$ cat src/rtl/vram_loader.sv
`default_nettype none
// +----------------------------------------------------------------------------+
// | vram_loader                                                                |
// | Byte-stream command bridge: parses W/C/R packets into VRAM/control bus     |
// | strobes and streams VRAM read-back bytes out on a valid/ready port.        |
// | Revision: 1.0                                                              |
// +----------------------------------------------------------------------------+
module vram_loader #(
    parameter int ADDR_W  = 13,
    parameter int TIMEOUT = 1200000
) (
    input  logic              clk,
    input  logic              reset,
    input  logic [7:0]        rx_data,
    input  logic              rx_valid,
    output logic              rx_ready,
    output logic [7:0]        tx_data,
    output logic              tx_valid,
    input  logic              tx_ready,
    output logic              sel_ram,
    output logic              sel_ctl,
    output logic              we,
    output logic [ADDR_W-1:0] addr,
    output logic [7:0]        din,
    input  logic [7:0]        ram_dout,
    input  logic [7:0]        ctl_dout,
    output logic              busy,
    output logic              err
);

    typedef enum logic [2:0] {
        IDLE    = 3'd0,
        HDR_AH  = 3'd1,
        HDR_AL  = 3'd2,
        HDR_CNT = 3'd3,
        WDATA   = 3'd4,
        RADDR   = 3'd5,
        RWAIT   = 3'd6,
        RSEND   = 3'd7
    } state_t;

    // Address is assembled as {ADDR_HI[HI_W-1:0], ADDR_LO}; ADDR_W must lie in 9..16.
    localparam int                HI_W     = ADDR_W - 8;
    localparam int                TMR_W    = $clog2(TIMEOUT + 1);
    localparam logic [TMR_W-1:0]  TMR_LAST = TMR_W'(TIMEOUT - 1);
    localparam logic [TMR_W-1:0]  TMR_ONE  = TMR_W'(1);
    localparam logic [ADDR_W-1:0] ADDR_ONE = ADDR_W'(1);
    localparam logic [7:0]        CMD_W    = 8'h57;
    localparam logic [7:0]        CMD_C    = 8'h43;
    localparam logic [7:0]        CMD_R    = 8'h52;

    state_t            state, state_n;
    logic              is_read, is_read_n;
    logic              is_ctl, is_ctl_n;
    logic [HI_W-1:0]   addr_hi, addr_hi_n;
    logic [ADDR_W-1:0] cur_addr, cur_addr_n;
    logic [8:0]        cnt, cnt_n;
    logic [TMR_W-1:0]  timer, timer_n;

    logic              sel_ram_n, sel_ctl_n, we_n;
    logic [ADDR_W-1:0] addr_n;
    logic [7:0]        din_n;
    logic [7:0]        tx_data_n;
    logic              tx_valid_n;
    logic              err_n;

    logic              rx_fire;
    logic              timed;
    logic              unused_ctl;

    assign unused_ctl = ^ctl_dout;

    assign rx_ready = !reset && (state inside {IDLE, HDR_AH, HDR_AL, HDR_CNT, WDATA});
    assign rx_fire  = rx_valid && rx_ready;
    assign timed    = state inside {HDR_AH, HDR_AL, HDR_CNT, WDATA};

    // The registered strobe keeps busy high through the final write cycle.
    assign busy     = (state != IDLE) || sel_ram || sel_ctl;

    always_ff @(posedge clk) begin
        if (reset) begin
            state    <= IDLE;
            is_read  <= 1'b0;
            is_ctl   <= 1'b0;
            addr_hi  <= '0;
            cur_addr <= '0;
            cnt      <= '0;
            timer    <= '0;
            sel_ram  <= 1'b0;
            sel_ctl  <= 1'b0;
            we       <= 1'b0;
            addr     <= '0;
            din      <= '0;
            tx_data  <= '0;
            tx_valid <= 1'b0;
            err      <= 1'b0;
        end else begin
            state    <= state_n;
            is_read  <= is_read_n;
            is_ctl   <= is_ctl_n;
            addr_hi  <= addr_hi_n;
            cur_addr <= cur_addr_n;
            cnt      <= cnt_n;
            timer    <= timer_n;
            sel_ram  <= sel_ram_n;
            sel_ctl  <= sel_ctl_n;
            we       <= we_n;
            addr     <= addr_n;
            din      <= din_n;
            tx_data  <= tx_data_n;
            tx_valid <= tx_valid_n;
            err      <= err_n;
        end
    end

    always_comb begin
        state_n    = state;
        is_read_n  = is_read;
        is_ctl_n   = is_ctl;
        addr_hi_n  = addr_hi;
        cur_addr_n = cur_addr;
        cnt_n      = cnt;
        timer_n    = (rx_fire || !timed) ? '0 : timer + TMR_ONE;
        sel_ram_n  = 1'b0;
        sel_ctl_n  = 1'b0;
        we_n       = 1'b0;
        addr_n     = addr;
        din_n      = din;
        tx_data_n  = tx_data;
        tx_valid_n = tx_valid;
        err_n      = 1'b0;

        case (state)
            IDLE: begin
                if (rx_fire) begin
                    case (rx_data)
                        CMD_W: begin
                            is_read_n = 1'b0;
                            is_ctl_n  = 1'b0;
                            state_n   = HDR_AH;
                        end
                        CMD_C: begin
                            is_read_n = 1'b0;
                            is_ctl_n  = 1'b1;
                            state_n   = HDR_AH;
                        end
                        CMD_R: begin
                            is_read_n = 1'b1;
                            is_ctl_n  = 1'b0;
                            state_n   = HDR_AH;
                        end
                        default: err_n = 1'b1;
                    endcase
                end
            end
            HDR_AH: begin
                if (rx_fire) begin
                    addr_hi_n = rx_data[HI_W-1:0];
                    state_n   = HDR_AL;
                end
            end
            HDR_AL: begin
                if (rx_fire) begin
                    cur_addr_n = {addr_hi, rx_data};
                    state_n    = HDR_CNT;
                end
            end
            HDR_CNT: begin
                if (rx_fire) begin
                    cnt_n = (rx_data == 8'd0) ? 9'd256 : {1'b0, rx_data};
                    if (is_read) begin
                        state_n   = RADDR;
                        sel_ram_n = 1'b1;
                        addr_n    = cur_addr;
                    end else begin
                        state_n = WDATA;
                    end
                end
            end
            WDATA: begin
                if (rx_fire) begin
                    sel_ram_n  = !is_ctl;
                    sel_ctl_n  = is_ctl;
                    we_n       = 1'b1;
                    addr_n     = cur_addr;
                    din_n      = rx_data;
                    cur_addr_n = cur_addr + ADDR_ONE;
                    cnt_n      = cnt - 9'd1;
                    if (cnt == 9'd1) begin
                        state_n = IDLE;
                    end
                end
            end
            RADDR: begin
                state_n = RWAIT;
            end
            RWAIT: begin
                tx_data_n  = ram_dout;
                tx_valid_n = 1'b1;
                state_n    = RSEND;
            end
            RSEND: begin
                if (tx_valid && tx_ready) begin
                    tx_valid_n = 1'b0;
                    cur_addr_n = cur_addr + ADDR_ONE;
                    cnt_n      = cnt - 9'd1;
                    if (cnt == 9'd1) begin
                        state_n = IDLE;
                    end else begin
                        // Strobe for the next read is registered on entry to RADDR.
                        state_n   = RADDR;
                        sel_ram_n = 1'b1;
                        addr_n    = cur_addr + ADDR_ONE;
                    end
                end
            end
            default: state_n = IDLE;
        endcase

        if (timed && !rx_fire && (timer == TMR_LAST)) begin
            state_n   = IDLE;
            sel_ram_n = 1'b0;
            sel_ctl_n = 1'b0;
            we_n      = 1'b0;
            err_n     = 1'b1;
        end
    end

endmodule
`default_nettype wire

$ cat config.mk
export PLATFORM = sky130hd
export DESIGN_NAME = vram_loader
export DESIGN_NICKNAME = d
export VERILOG_FILES = /design/src/rtl/vram_loader.sv
export SDC_FILE = /design/constraint.sdc
export NUM_CORES = 1
export LEC_CHECK = 0
export ABC_AREA = 1
export CAP_MARGIN = 30
export CORE_MARGIN = 8
export CORE_UTILIZATION = 28
export CTS_CLUSTER_DIAMETER = 120
export DETAILED_ROUTE_END_ITERATION = 7
export PLACE_DENSITY = 0.47
export SETUP_SLACK_MARGIN = 0.2
export SLEW_MARGIN = 20
export SYNTH_ARGS = -nofsm -noshare
export SYNTH_HDL_FRONTEND = slang
export SYNTH_SLANG_ARGS = --single-unit
$ cat constraint.sdc
create_clock -name clk -period 1.8 [get_ports clk]
set_clock_uncertainty 0.2 [all_clocks]
set_input_delay 0.27 -clock clk [delete_from_list [all_inputs] [get_ports clk]]
set_output_delay 0.27 -clock clk [all_outputs]
set_load 0.01 [all_outputs]
---- After elaboration in Yosys (flattened, before gate mapping) ----
Cells that the tools add are included.
W data, S select, Z words.
word-level totals
  input bits .............................. 28
  word-level logic and storage cells ...... 121
  bits in registers ....................... 87
cells by class
  equal/unequal tests ..................... 22
  bitwise operators ....................... 2
  add/sub/neg operators ................... 3
  reductions and logical operators ........ 38
  mux-type cells .......................... 41
operator list
  cell                     count
  $mux W13                 8
  $pmux W13 S3             2
  $mux W9                  4
  $mux W3                  9
  $pmux W9 S3              1
  $eq A8 B7 Y1 const B     3
  $pmux W3 S8              1
  $add A21 B1 Y21 const B  1
  $eq A21 B21 Y1 const B   1
  $ne A2 B2 Y1 const B     9
  $add A13 B1 Y13 const B  1
  $eq A3 B3 Y1 const B     4
  $mux W1                  12
  $eq A9 B1 Y1 const B     1
  $reduce_bool A3 Y1       3
  $sub A9 B1 Y9 const B    1
  $logic_not A8 Y1         1
  $reduce_and A4 Y1        2
  $reduce_and A8 Y1        1
  $reduce_or A2 Y1         4
  $eq A3 B2 Y1 const B     2
  $pmux W1 S2              3
  $reduce_and A2 Y1        3
  $reduce_and A3 Y1        2
  14 further kinds         27

---- Logic depth before layout (Yosys ltp) ----
  depth after elaboration ................. 8
  depth in mapped cells ................... 12

---- Worst setup path after synthesis ----
OpenSTA, ideal clock, no wires.
  path kind ............................... flip-flop to flip-flop
  start ................................... register timer[0]
  end ..................................... register timer[14]
  stages on the path, launching flop included .. 8
  period minus slack after synthesis ...... 1.739 ns
  setup time .............................. 0.121 ns
  arrival time ............................ 1.418 ns
  path slack .............................. 0.061 ns
  buffers on the path ..................... 0
  cells stage by stage .................... dfxtp_1 -> ha_1 -> nand3_1 -> inv_1 -> nand2_1 -> nor3_1 -> and3_1 -> nor3_1
on the way
  word-level cells in the longest chain between the ends .. 1
ends and longest elaborated chain
  element                 line  RTL
  from (decl)             58    logic [TMR_W-1:0] timer, timer_n;
  from (signal assigned)  104   timer <= timer_n;
  $add A21 B1 Y21         123   timer_n = (rx_fire || !timed) ? '0 : timer + TMR_ONE;
No other way between the ends.
A chain may end at the register's enable or synchronous reset.

---- Final worst setup path ----
  start ................................... register state[0]
  end ..................................... output rx_ready
on the way
  word-level cells in the longest chain between the ends .. 3
  elaborated cells between the ends (all ways) .. 7
ends and longest elaborated chain
  element                               line  RTL
  from (decl)                           52    state_t state, state_n;
  from (signal assigned)                98    state <= state_n;
  $eq A3 B1 Y1 (tied with other cells)  73    assign rx_ready = !reset && (state inside {IDLE, HDR_AH, HDR_AL, HDR_CNT, WDATA});
  $reduce_bool A5 Y1 *                  73
  $logic_and A1 B1 Y1 *                 73
  to (decl)                             16    output logic rx_ready,
Mark *: on every way between the ends. The rest lies on a longest branch, timed or not.

==> flow_summary.yaml <==
timing:
  worst_pin_slew_ps: 368.0
  rsz0062_at_grt: "true"
  hold_viol: 0
  holdWs_ps: 247.6
  slew_violations: 0
  relSlewSlack_pct: 75.38
  finalSetupViolCount: 10
  fin_ws_ps: -33.55
  clock.fmax_mhz: 545.4
  period_share_pct: 101.9
  post-route-min-period_ps: 1834
placement:
  dpl_cell_area_sq_um: 5909
  dp_cells: 1032
  dp_hpwl_microns: 10420
  place.gp.congestion: 0.8547
  portBuffers: 55
yosys:
  yosysUniqueCellTypes: 36
  syn_nets: 740
  syn_area_per_cell_sq_um: 6.486
  synth_edf_count: 0
  synth_seq_cells: 87
  syn-cell-area_sq_um: 4592
  yosysWarnings: 0
  seq_area_frac_synth_pct: 37.93
  synth_flop_cell: "dfxtp_1"
  synthArstFlopShare_pct: 0
  syn-instance-count: 708
detailed_routing:
  drc: 0
  drt_iter0_drc: 185
  drt_first_pass_iters: 4
  ant_nets: 0
  via_per_inst: 4.623
  wl_microns: 15170
  vias: 5016
  routedWlPerCell_microns: 13.98
clock_tree:
  clock-root-buffer: "clkbuf_16"
  cts_buffers: 9
  cts_max_level: 3
  clock_sinks: 87
  clock_path_buffers: 2
  tritoncts: "done"
  clk_pin_slew_ps: 70
  clk_latency_ps: 360
final_layout:
  design_area_sq_um: 7497
  nNetsFinal: 892
  antenna_cells: 0
  stdcell_count: 1085
  final_cell_mix: "130 x nand2_1, 90 x nor2_1, 69 x dfxtp_1, 67 x buf_4, 60 x inv_1"
  layout_commonest_cell: "nand2_1"
  syn2layout_area_growth_pct: 63.27
  layout-drive-gt1-share_pct: 36.99
grt:
  grt.overflow.total: 0
  grt_start_max_net_pins: 24
  track_usage_pct: 14.59
  antenna_found_initial: 0
  grt_pass1_wl_microns: 23970
  grt_pass1_vias: 4902
critical_path:
  reg2reg_from: "state[0]"
  crit_type: "reg -> out"
  crit_path_start: "state[0]"
  start_kind: "flop"
  required_ps: 1330
  end_kind: "output port"
  path_max_fanout: 5
  regToRegSetupSlack_ps: -20
  critPathArrivalTime_ps: 1360
pwr:
  power.density_nw_per_um2: 582.6
  net-switching-power_mw: 1.042
  clkPwrFrac_pct: 50.0
  p_sw_share_pct: 23.86
  p_seq_share_pct: 44.1
  peakVddDrop_mv: 0.4428
  power.leakage_nw: 3.185
  combPwrFrac_pct: 5.8
  p_int_mw: 3.326
outcome:
  violations: "setup timing"
  status: "complete, but fails checks"
floorplan:
  io_pins: 64
  die_x_microns: 144.1
  initial_core_util_pct: 28.19
  die_h_microns: 144.1
  die_area_sq_um: 20750
  num_rows: 47
  core_sq_um: 16290
hold_path:
  hp-class: "reg -> reg"
  min_from: "addr_hi[4]"
run:
  maxCapViolCount: 0
==> power by group through the flow <==
| stage | Clock, mW | Combinational [mW] | Sequential [mW] |
|---|---|---|---|
| after detailed placement | 0 | 0.206 | 1.98 |
| after CTS | 2.25 | 0.221 | 1.93 |
| after floorplan | 0 | 0.0751 | 1.98 |
| after global routing | 2.31 | 0.276 | 1.93 |
| final | 2.18 | 0.255 | 1.93 |
| after global placement | 0 | 0.206 | 1.98 |
==> stage by stage <==
stage | utilization [%] | worst slack, ps | TNS [ps] | power, mW
after floorplan | - | 182.7 | 0 | 2.053
after global placement | 36.28 | -614.7 | -17220 | 2.184
after detailed placement | 36.28 | -534.4 | -18200 | 2.184
after CTS | 41.88 | 9.626 | 0 | 4.397
after global routing | 46.03 | -94.86 | -2005 | 4.509
final | 46.03 | -33.55 | -135.5 | 4.368
==> area by class of cell <==
cell class,count,area (sq um)
timing repair buffer,161,1553
clock inverter,6,100.1
clock buffer,10,239.0
inverter,76,327.8
tap,220,275.3
sequential,87,1774
multi-input combinational,524,3221
fill,1628,8792
timing repair inverter,1,7.507
==> flip-flops by register name (all words and copies together) (netlist names) <==
register  count
din           8
is_read       1
state         3
addr_hi       5
is_ctl        1
cur_addr     13
timer        21
addr         13
tx_valid      1
cnt           9
sel_ctl       1
we            1
err           1
sel_ram       1
tx_data       8
==> timing repair <==
item	4_1_cts	5_1_grt
hold buffers	0	0
setup endpoints to repair	123	86
hold endpoints to repair	0	0
resized for setup	170	172
cloned	3	1
pin swaps	36	39
buffers inserted	17	16
==> cells in the mapped netlist (all sizes together) (7+ instances only) <==
master	instances	area, sq um
a21oi	53	265.3
buf	13	82.57
clkbuf	9	33.78
dfxtp	87	1742
inv	75	284.0
nand2	171	693.2
nand3	47	235.2
nand4	10	62.56
nor2	135	540.5
nor3	14	70.07
o21ai	64	327.8
xor2	7	61.31
==> per-layer routing <==
metal / GRT usage [%] / up-vias / routed length (microns)
li1: - / 2591 / -
met1: 17.17 / 2324 / 6716
met2: 25.06 / 89 / 7603
met3: 3.400 / 12 / 643
met4: 5.811 / 0 / 206
met5: 0 / - / 0
==> worst max-delay path, cell delays in order, from the launching register on <==
cell,delay (ps)
dfxtp_4,380
o21ai_4,210
buf_4,140
inv_2,40
nor2_4,110
buf_6,120
==> cells by family after synthesis <==
| kind of cell | Yosys count | share of synthesized area (%) |
|---|---|---|
| AND/OR/NAND/NOR | 381 | 35.48 |
| AO/OA/AOI/OAI | 126 | 14.33 |
| multiplexers | 2 | 0.4360 |
| XOR/XNOR | 10 | 1.907 |
| flip-flops | 87 | 37.93 |
| buffers and inverters | 98 | 8.828 |
| adder cells (fa/ha/maj) | 4 | 1.090 |
==> worst paths after layout <==
kind,endpoint,cells after the start
setup / recovery,rx_ready,5
hold / removal,addr_hi[4],2
setup reg to reg,addr_hi[2],10
hold reg to reg,addr_hi[4],2
No activity file was read; power rests on OpenSTA's default activity.
